[config.mk]
export PLATFORM = sky130hd
export DESIGN_NAME = button_press_classifier
export DESIGN_NICKNAME = d
export VERILOG_FILES = /design/src/rtl/btn_pkg.sv /design/src/rtl/btn_edge_detect.sv /design/src/rtl/button_press_classifier.sv
export SDC_FILE = /design/constraint.sdc
export NUM_CORES = 1
export LEC_CHECK = 0
export ABC_AREA = 1
export CAP_MARGIN = 10
export CORE_AREA = 5 5 69 71
export DETAILED_ROUTE_END_ITERATION = 12
export DIE_AREA = 0 0 74 76
export PLACE_DENSITY = 0.48
export SLEW_MARGIN = 20
export SYNTH_ARGS = -nofsm -noshare
export SYNTH_HDL_FRONTEND = slang
export SYNTH_SLANG_ARGS = --single-unit
[constraint.sdc]
create_clock -name clk -period 2 [get_ports clk]
set_input_delay 0.6 -clock clk [delete_from_list [all_inputs] [get_ports clk]]
set_output_delay 0.6 -clock clk [all_outputs]
set_load 0.02 [all_outputs]
[src/rtl/btn_pkg.sv]
// Shared types and helpers for the button press classifier.
package btn_pkg;

  typedef enum logic [2:0] {
    IDLE,
    PRESSED,
    LONG_HELD,
    GAP,
    SECOND
  } press_state_t;

  // The counter holds values up to max(long, gap) - 1.
  // One spare bit keeps the width comfortable for small parameter values.
  function automatic int cnt_width(input int long_cnt, input int gap_cnt);
    int m;
    m = (long_cnt > gap_cnt) ? long_cnt : gap_cnt;
    return $clog2(m) + 1;
  endfunction

  // States in which the button is considered physically down.
  function automatic logic is_held(input press_state_t s);
    return (s == PRESSED) || (s == LONG_HELD) || (s == SECOND);
  endfunction

endpackage

[src/rtl/btn_edge_detect.sv]
// Registers the previous button level and derives rise/fall strobes.
// The reset value of the history bit is a parameter. Resetting it high means
// a button already held when reset is released does not read as a rise.
module btn_edge_detect #(
  parameter logic RST_VAL = 1'b1
) (
  input  logic clk,
  input  logic reset,
  input  logic in,
  output logic rise,
  output logic fall
);

  logic btn_q;

  // Previous-sample history bit.
  always_ff @(posedge clk or negedge reset) begin
    if (!reset) btn_q <= RST_VAL;
    else        btn_q <= in;
  end

  assign rise = in & ~btn_q;
  assign fall = ~in & btn_q;

endmodule

[src/rtl/button_press_classifier.sv]
// Turns a debounced button level into one-cycle press / short / long / double
// events plus a registered "held" level. All outputs are registered.
module button_press_classifier
  import btn_pkg::*;
#(
  parameter int LONG_COUNT = 1000,
  parameter int DCLICK_GAP = 250
) (
  input  logic clk,
  input  logic reset,
  input  logic btn_in,
  output logic press_pulse,
  output logic short_press,
  output logic long_press,
  output logic double_press,
  output logic held
);

  localparam int              CW        = cnt_width(LONG_COUNT, DCLICK_GAP);
  localparam logic [CW-1:0]   LONG_LAST = CW'(LONG_COUNT - 1);
  localparam logic [CW-1:0]   GAP_LAST  = CW'(DCLICK_GAP - 1);
  localparam logic [CW-1:0]   CNT_ONE   = CW'(1);

  press_state_t  state, state_nxt;
  logic [CW-1:0] cnt, cnt_nxt;
  logic          rise, fall;
  logic          press_nxt, short_nxt, long_nxt, double_nxt, held_nxt;

  btn_edge_detect #(
    .RST_VAL (1'b1)
  ) u_edge (
    .clk   (clk),
    .reset (reset),
    .in    (btn_in),
    .rise  (rise),
    .fall  (fall)
  );

  // State, counter and registered event outputs.
  always_ff @(posedge clk or negedge reset) begin
    if (!reset) begin
      state        <= IDLE;
      cnt          <= '0;
      press_pulse  <= 1'b0;
      short_press  <= 1'b0;
      long_press   <= 1'b0;
      double_press <= 1'b0;
      held         <= 1'b0;
    end else begin
      state        <= state_nxt;
      cnt          <= cnt_nxt;
      press_pulse  <= press_nxt;
      short_press  <= short_nxt;
      long_press   <= long_nxt;
      double_press <= double_nxt;
      held         <= held_nxt;
    end
  end

  // Next-state, counter and event decode. The counter saturates at the
  // terminal value of each timing window, so it never wraps. In GAP a new
  // press is tested before the gap timer, so a rise on the expiry edge
  // becomes a double press rather than a short press.
  always_comb begin
    state_nxt  = state;
    cnt_nxt    = cnt;
    press_nxt  = 1'b0;
    short_nxt  = 1'b0;
    long_nxt   = 1'b0;
    double_nxt = 1'b0;
    case (state)
      IDLE: begin
        if (rise) begin
          state_nxt = PRESSED;
          cnt_nxt   = CNT_ONE;
          press_nxt = 1'b1;
        end
      end
      PRESSED: begin
        if (fall) begin
          state_nxt = GAP;
          cnt_nxt   = CNT_ONE;
        end else if (cnt == LONG_LAST) begin
          state_nxt = LONG_HELD;
          long_nxt  = 1'b1;
        end else begin
          cnt_nxt = cnt + CNT_ONE;
        end
      end
      LONG_HELD: begin
        if (!btn_in) state_nxt = IDLE;
      end
      GAP: begin
        if (rise) begin
          state_nxt  = SECOND;
          press_nxt  = 1'b1;
          double_nxt = 1'b1;
        end else if (cnt == GAP_LAST) begin
          state_nxt = IDLE;
          short_nxt = 1'b1;
        end else begin
          cnt_nxt = cnt + CNT_ONE;
        end
      end
      SECOND: begin
        if (!btn_in) state_nxt = IDLE;
      end
      default: begin
        state_nxt = IDLE;
        cnt_nxt   = '0;
      end
    endcase
    held_nxt = is_held(state_nxt);
  end

endmodule

* Word-level counts from Yosys, hierarchy flattened
Cells that the tools add are included.
** Cells by class
- Add/sub/neg operators :: 1
- $mul :: 0
- Div/mod/pow operators :: 0
- Order comparisons :: 0
- Eq/ne operators :: 13
- Shifts and indexed selects :: 0
- Mux-type cells :: 22
- Bitwise operators :: 5
- Reductions and logical operators :: 6
** Operators by type and width (number)
- $mux W11 :: 5
- $pmux W11 S4 :: 1
- $mux W3 :: 6
- $pmux W3 S4 :: 1
- $add A11 B1 Y11 const B :: 1
- $eq A11 B10 Y1 const B :: 1
- $eq A11 B8 Y1 const B :: 1
- $eq A3 B2 Y1 const B :: 3
- $mux W1 :: 9
- $eq A3 B1 Y1 const B :: 2
- $eq A3 B3 Y1 const B :: 2
- $ne A2 B2 Y1 const B :: 3
- $reduce_and A5 Y1 :: 1
- $reduce_or A2 Y1 :: 2
- $logic_not A3 Y1 :: 1
- $ne A3 B3 Y1 const B :: 1
- $not A1 Y1 :: 3
- $and A1 B1 Y1 :: 2
- $logic_or A1 B1 Y1 :: 2
** Word-level totals
- Register bits :: 20
- Latch bits :: 0
- Bits in writable memories :: 0
- Bits in read-only memories :: 0
- Input bits :: 3
- Output and inout bits :: 5
- Word-level logic and storage cells :: 55
- Memories kept :: 0

* Longest topological paths before layout
- Depth in word-level cells :: 7
- Mapped depth :: 10
- Depth with buffers taken out :: 10

* Cells and area by module
A second synthesis with hierarchy kept.
** Second synthesis, totals
- Cells, all modules :: 191
- Area, all modules :: 1367.6 sq um
** Modules (own cells, without submodules)
- button_press_classifier :: instances 1, cells each 186, area an instance 1326.3 sq um, seq. area each 475.5 sq um
- btn_edge_detect :: instances 1, cells each 5, area an instance 41.3 sq um, seq. area each 26.3 sq um

* Worst setup path before layout
No wires, ideal clock.
- Path type :: input port to flip-flop
- Start :: in btn_in
- End :: reg cnt[3]
- Library setup time :: 116 ps
- Data arrival time :: 1352 ps
- Required time :: 1884 ps
- Path slack :: 532 ps
- Stages :: 8
- Path buffers :: 1
- Path through :: inv_2 > nor2_2 > nor2_1 > nor2_2 > nand3_4 > buf_8 > nand2_1 > nand2_1
** Between the ends
- Longest elaborated chain between the ends :: 4
- Elaborated cells between the ends (all ways) :: 9
- Those cells by class :: eq/ne (3); mux (2); bitwise (3); reduce/logical (1)
** Ends and longest elaborated chain
- from (decl) :: line button_press_classifier.sv:11 : input logic btn_in,
- $not A1 Y1 :: line btn_edge_detect.sv:23 : assign fall = ~in & btn_q;
- $and A1 B1 Y1 :: line btn_edge_detect.sv:23
- $ne A3 B3 Y1 (no line) / $mux W11 (equally long branches)
- $reduce_and A5 Y1 (no line) / $pmux W11 S4 (equally long branches)
- to (signal assigned) :: line button_press_classifier.sv:51 : cnt <= cnt_nxt;
- to (decl) :: line button_press_classifier.sv:25 : logic [CW-1:0] cnt, cnt_nxt;
Several ways; a longest one is shown, not always the timed one.
A chain may end at the register's enable or synchronous reset.

* Worst setup path after layout
- Start :: in btn_in
- End :: reg cnt[10]
Same word-level chain as after synthesis.

==> flow_metrics.env <==
export IMPL_critPathKind="input pin to flop"
export IMPL_total_power_mw=1.66
export IMPL_worst_ep_arrival_time_ns=2.03
export IMPL_gp_congestion=0.908
export IMPL_nNetsFinal=206
export IMPL_grt_usage=0.120
export IMPL_core_um2=4170
export IMPL_crit_fanout=16
export IMPL_start_util=0.327
export IMPL_slew_headroom=0.736
export IMPL_dpl_cell_area_um2=1520
export IMPL_drc=0
export IMPL_ys_ff_latch=20
export IMPL_antenna_cells=0
export IMPL_clockBufferDepth=2
export IMPL_worstHoldPathCells=2
export IMPL_worst_slack_ns=0.179
export IMPL_synth_fp_nets=190
export IMPL_first_pass_iters=4
export IMPL_die_h_um=76
export IMPL_hp_class="flop to flop"
export IMPL_path_clk_slew_ns=0.08
export IMPL_seq_power_share=0.346
export IMPL_ant_nets=0
export IMPL_worstMarginPinSlew_ns=0.395
export IMPL_netlist_instances=185
export IMPL_core_rowCount=24
export IMPL_critical_path_max_stage_delay_ns=0.49
export IMPL_ys_types=31
export IMPL_clk_latency_ns=0.26
export IMPL_start_kind="input pin"
export IMPL_routedWlPerCell_um=12.2
export IMPL_p_sw_frac=0.460
export IMPL_leakage_nw=0.801
export IMPL_netlist_area_leader_share=0.348
export IMPL_cts_tree="built"
export IMPL_p_comb_frac=0.464
export IMPL_vias=1246
export IMPL_ys_flop_type="dfrtp_1"
export IMPL_min_period_ns=1.82
export IMPL_yosys_warnings=0
export IMPL_overflow=0
export IMPL_syn_cell_area_um2=1370
export IMPL_max_cap_viol_count=0
export IMPL_pin_count=8
export IMPL_finClkSkew_ns=0.00253
export IMPL_layout_worst_path_cycle_share=0.911
export IMPL_cts_max_level=1
export IMPL_area_growth_pct=15.4
export IMPL_drive_above_1_share=0.180
export IMPL_numCtsBuffers=3
export IMPL_grt_pass1_wl_mm=5.35
export IMPL_cts_resized=0
export IMPL_cp_slowest_cell="clkdlybuf4s50_1"
export IMPL_path_cells="clkdlybuf4s50_1 -> inv_2 -> nor2_2 -> nor2_1 -> nor2_2 -> nand3_4 -> inv_2 -> nand2_1 -> nand2_1"
export IMPL_hold_buffers=0
export IMPL_dp_hpwl_mm=2.38
export IMPL_crit_required_ns=2.21
export IMPL_p_per_area_nw_per_um2=1060
export IMPL_holdWs_ns=0.549
export IMPL_syn_avg_cell_area_um2=7.39
export IMPL_synth_edff_count=0
export IMPL_slew_violations=0
export IMPL_grt_max_degree=21
export IMPL_hold_violations=0
export IMPL_grt_pass1_vias=1135
export IMPL_power_internal_mw=0.899
export IMPL_synth_area_leaders="dfrtp_1 (35%), nand2_1 (18%), nand3_1 (7.0%)"
export IMPL_clkSinkCount=20
export IMPL_status="finished, final reports clean"
export IMPL_final_area_um2=1580
export IMPL_dieArea_um2=5620
export IMPL_preCtsSetupSlack_ns=-0.109
export IMPL_setup_viol_count_final=0
export IMPL_clkPwrFrac=0.190
export IMPL_cts_setup_buffers=0
export IMPL_yosysTopAreaCell="dfrtp_1"
export IMPL_die_w_um=74
export IMPL_fmax_ghz=0.549
export IMPL_drt_iter0_drc=100
export IMPL_wl_mm=3.08
export IMPL_end_kind="flop"
export IMPL_async_reset_ff_frac=1.00
export IMPL_cts_root_buf="clkbuf_8"
export IMPL_numPortBuffers=7
export IMPL_p_sw_mw=0.765
export IMPL_ys_seq_area_frac=0.367
export IMPL_ir_worst_vdd_mv=0.446
export IMPL_antenna_found_initial=0
export IMPL_worstRegToRegCells=8
export IMPL_rsz0062_at_grt="false"
export IMPL_via_per_inst=4.94
through the flow:
step	cells	utilization	TNS, ns
finish	252	0.378	0
global route	252	0.378	0
CTS	252	0.377	0
detailed placement	248	0.364	-0.924
global placement	248	0.364	-0.618
floorplan	185	-	0
Yosys cell counts (2+ instances only):
cell type,number
o21ai_0,5
nor2_1,13
or2_2,2
nand2_2,2
nor2_4,2
o21ai_2,3
nand2_1,65
nor2_2,4
inv_2,3
nand4_1,10
ha_1,2
o2111ai_1,2
dfrtp_1,19
nand3_1,19
inv_1,17
nand4_2,2
power groups by stage:
stage / logic [mW] / clock network, mW / registers (mW)
floorplan: 0.662 / 0 / 0.556
global placement: 0.773 / 0 / 0.579
detailed placement: 0.779 / 0 / 0.580
CTS: 0.784 / 0.332 / 0.571
global route: 0.867 / 0.340 / 0.585
finish: 0.772 / 0.316 / 0.576
state kept, by name, indices dropped and copies added (netlist names):
| name | count |
|---|---|
| double_press | 1 |
| press_pulse | 1 |
| held | 1 |
| u_edge.btn_q | 1 |
| cnt | 11 |
| long_press | 1 |
| short_press | 1 |
| state | 3 |
area by class of cell:
type                    count  area, um2
clock buffers               4       55.1
fillers                   434       2600
flip-flops and latches     20        503
inverters                  21       83.8
repair buffers             13        115
well taps                  52       65.1
multi-input cells         142        754
cells in the final DEF, fill, tap and decap left out, drive strengths merged:
master,Yosys,routed
clkbuf,0,4
ha,2,2
nor3,1,1
o21ai,8,8
nor2,20,20
nand2,68,68
clkdlybuf4s50,0,7
or2,2,2
nand4,12,12
buf,2,6
nand3b,1,1
a211oi,1,1
inv,21,21
a211o,1,1
nand3,21,21
a21oi,1,1
o21bai,1,1
dfstp,1,1
xor2,1,1
dfrtp,19,19
o2111ai,2,2
logic make-up (layout without fill, tap and decap cells):
family,after synthesis,count (layout),share of synthesized area
simple gates,125,125,0.453
buf+inv,23,38,0.0806
flops,20,20,0.367
compound gates,14,14,0.0742
fa+ha+maj,2,2,0.0183
xor+xnor,1,1,0.00641
per-layer routing:
metal  wire (um)  track usage  part of all wire
met1        1550        0.180              0.50
met4          42       0.0380             0.014
met2        1370        0.172              0.44
met5           0            0                 0
met3         124       0.0211             0.040
worst paths after layout:
path	slack, ns	to	startpoint
setup / recovery	0.18	cnt[10]	btn_in
hold reg to reg	0.55	cnt[5]	cnt[5]
min in group asynchronous	0.68	cnt[7]	reset
hold / removal	0.55	cnt[5]	cnt[5]
max in group asynchronous	1.05	u_edge.btn_q	reset
setup reg to reg	0.24	cnt[10]	cnt[0]
critical path, delay by kind of cell:
kind,cells,cell delay [ns]
AND/OR/NAND/NOR,6,0.70
buffers and inverters,3,0.71
(Power assumes the default switching activity.)
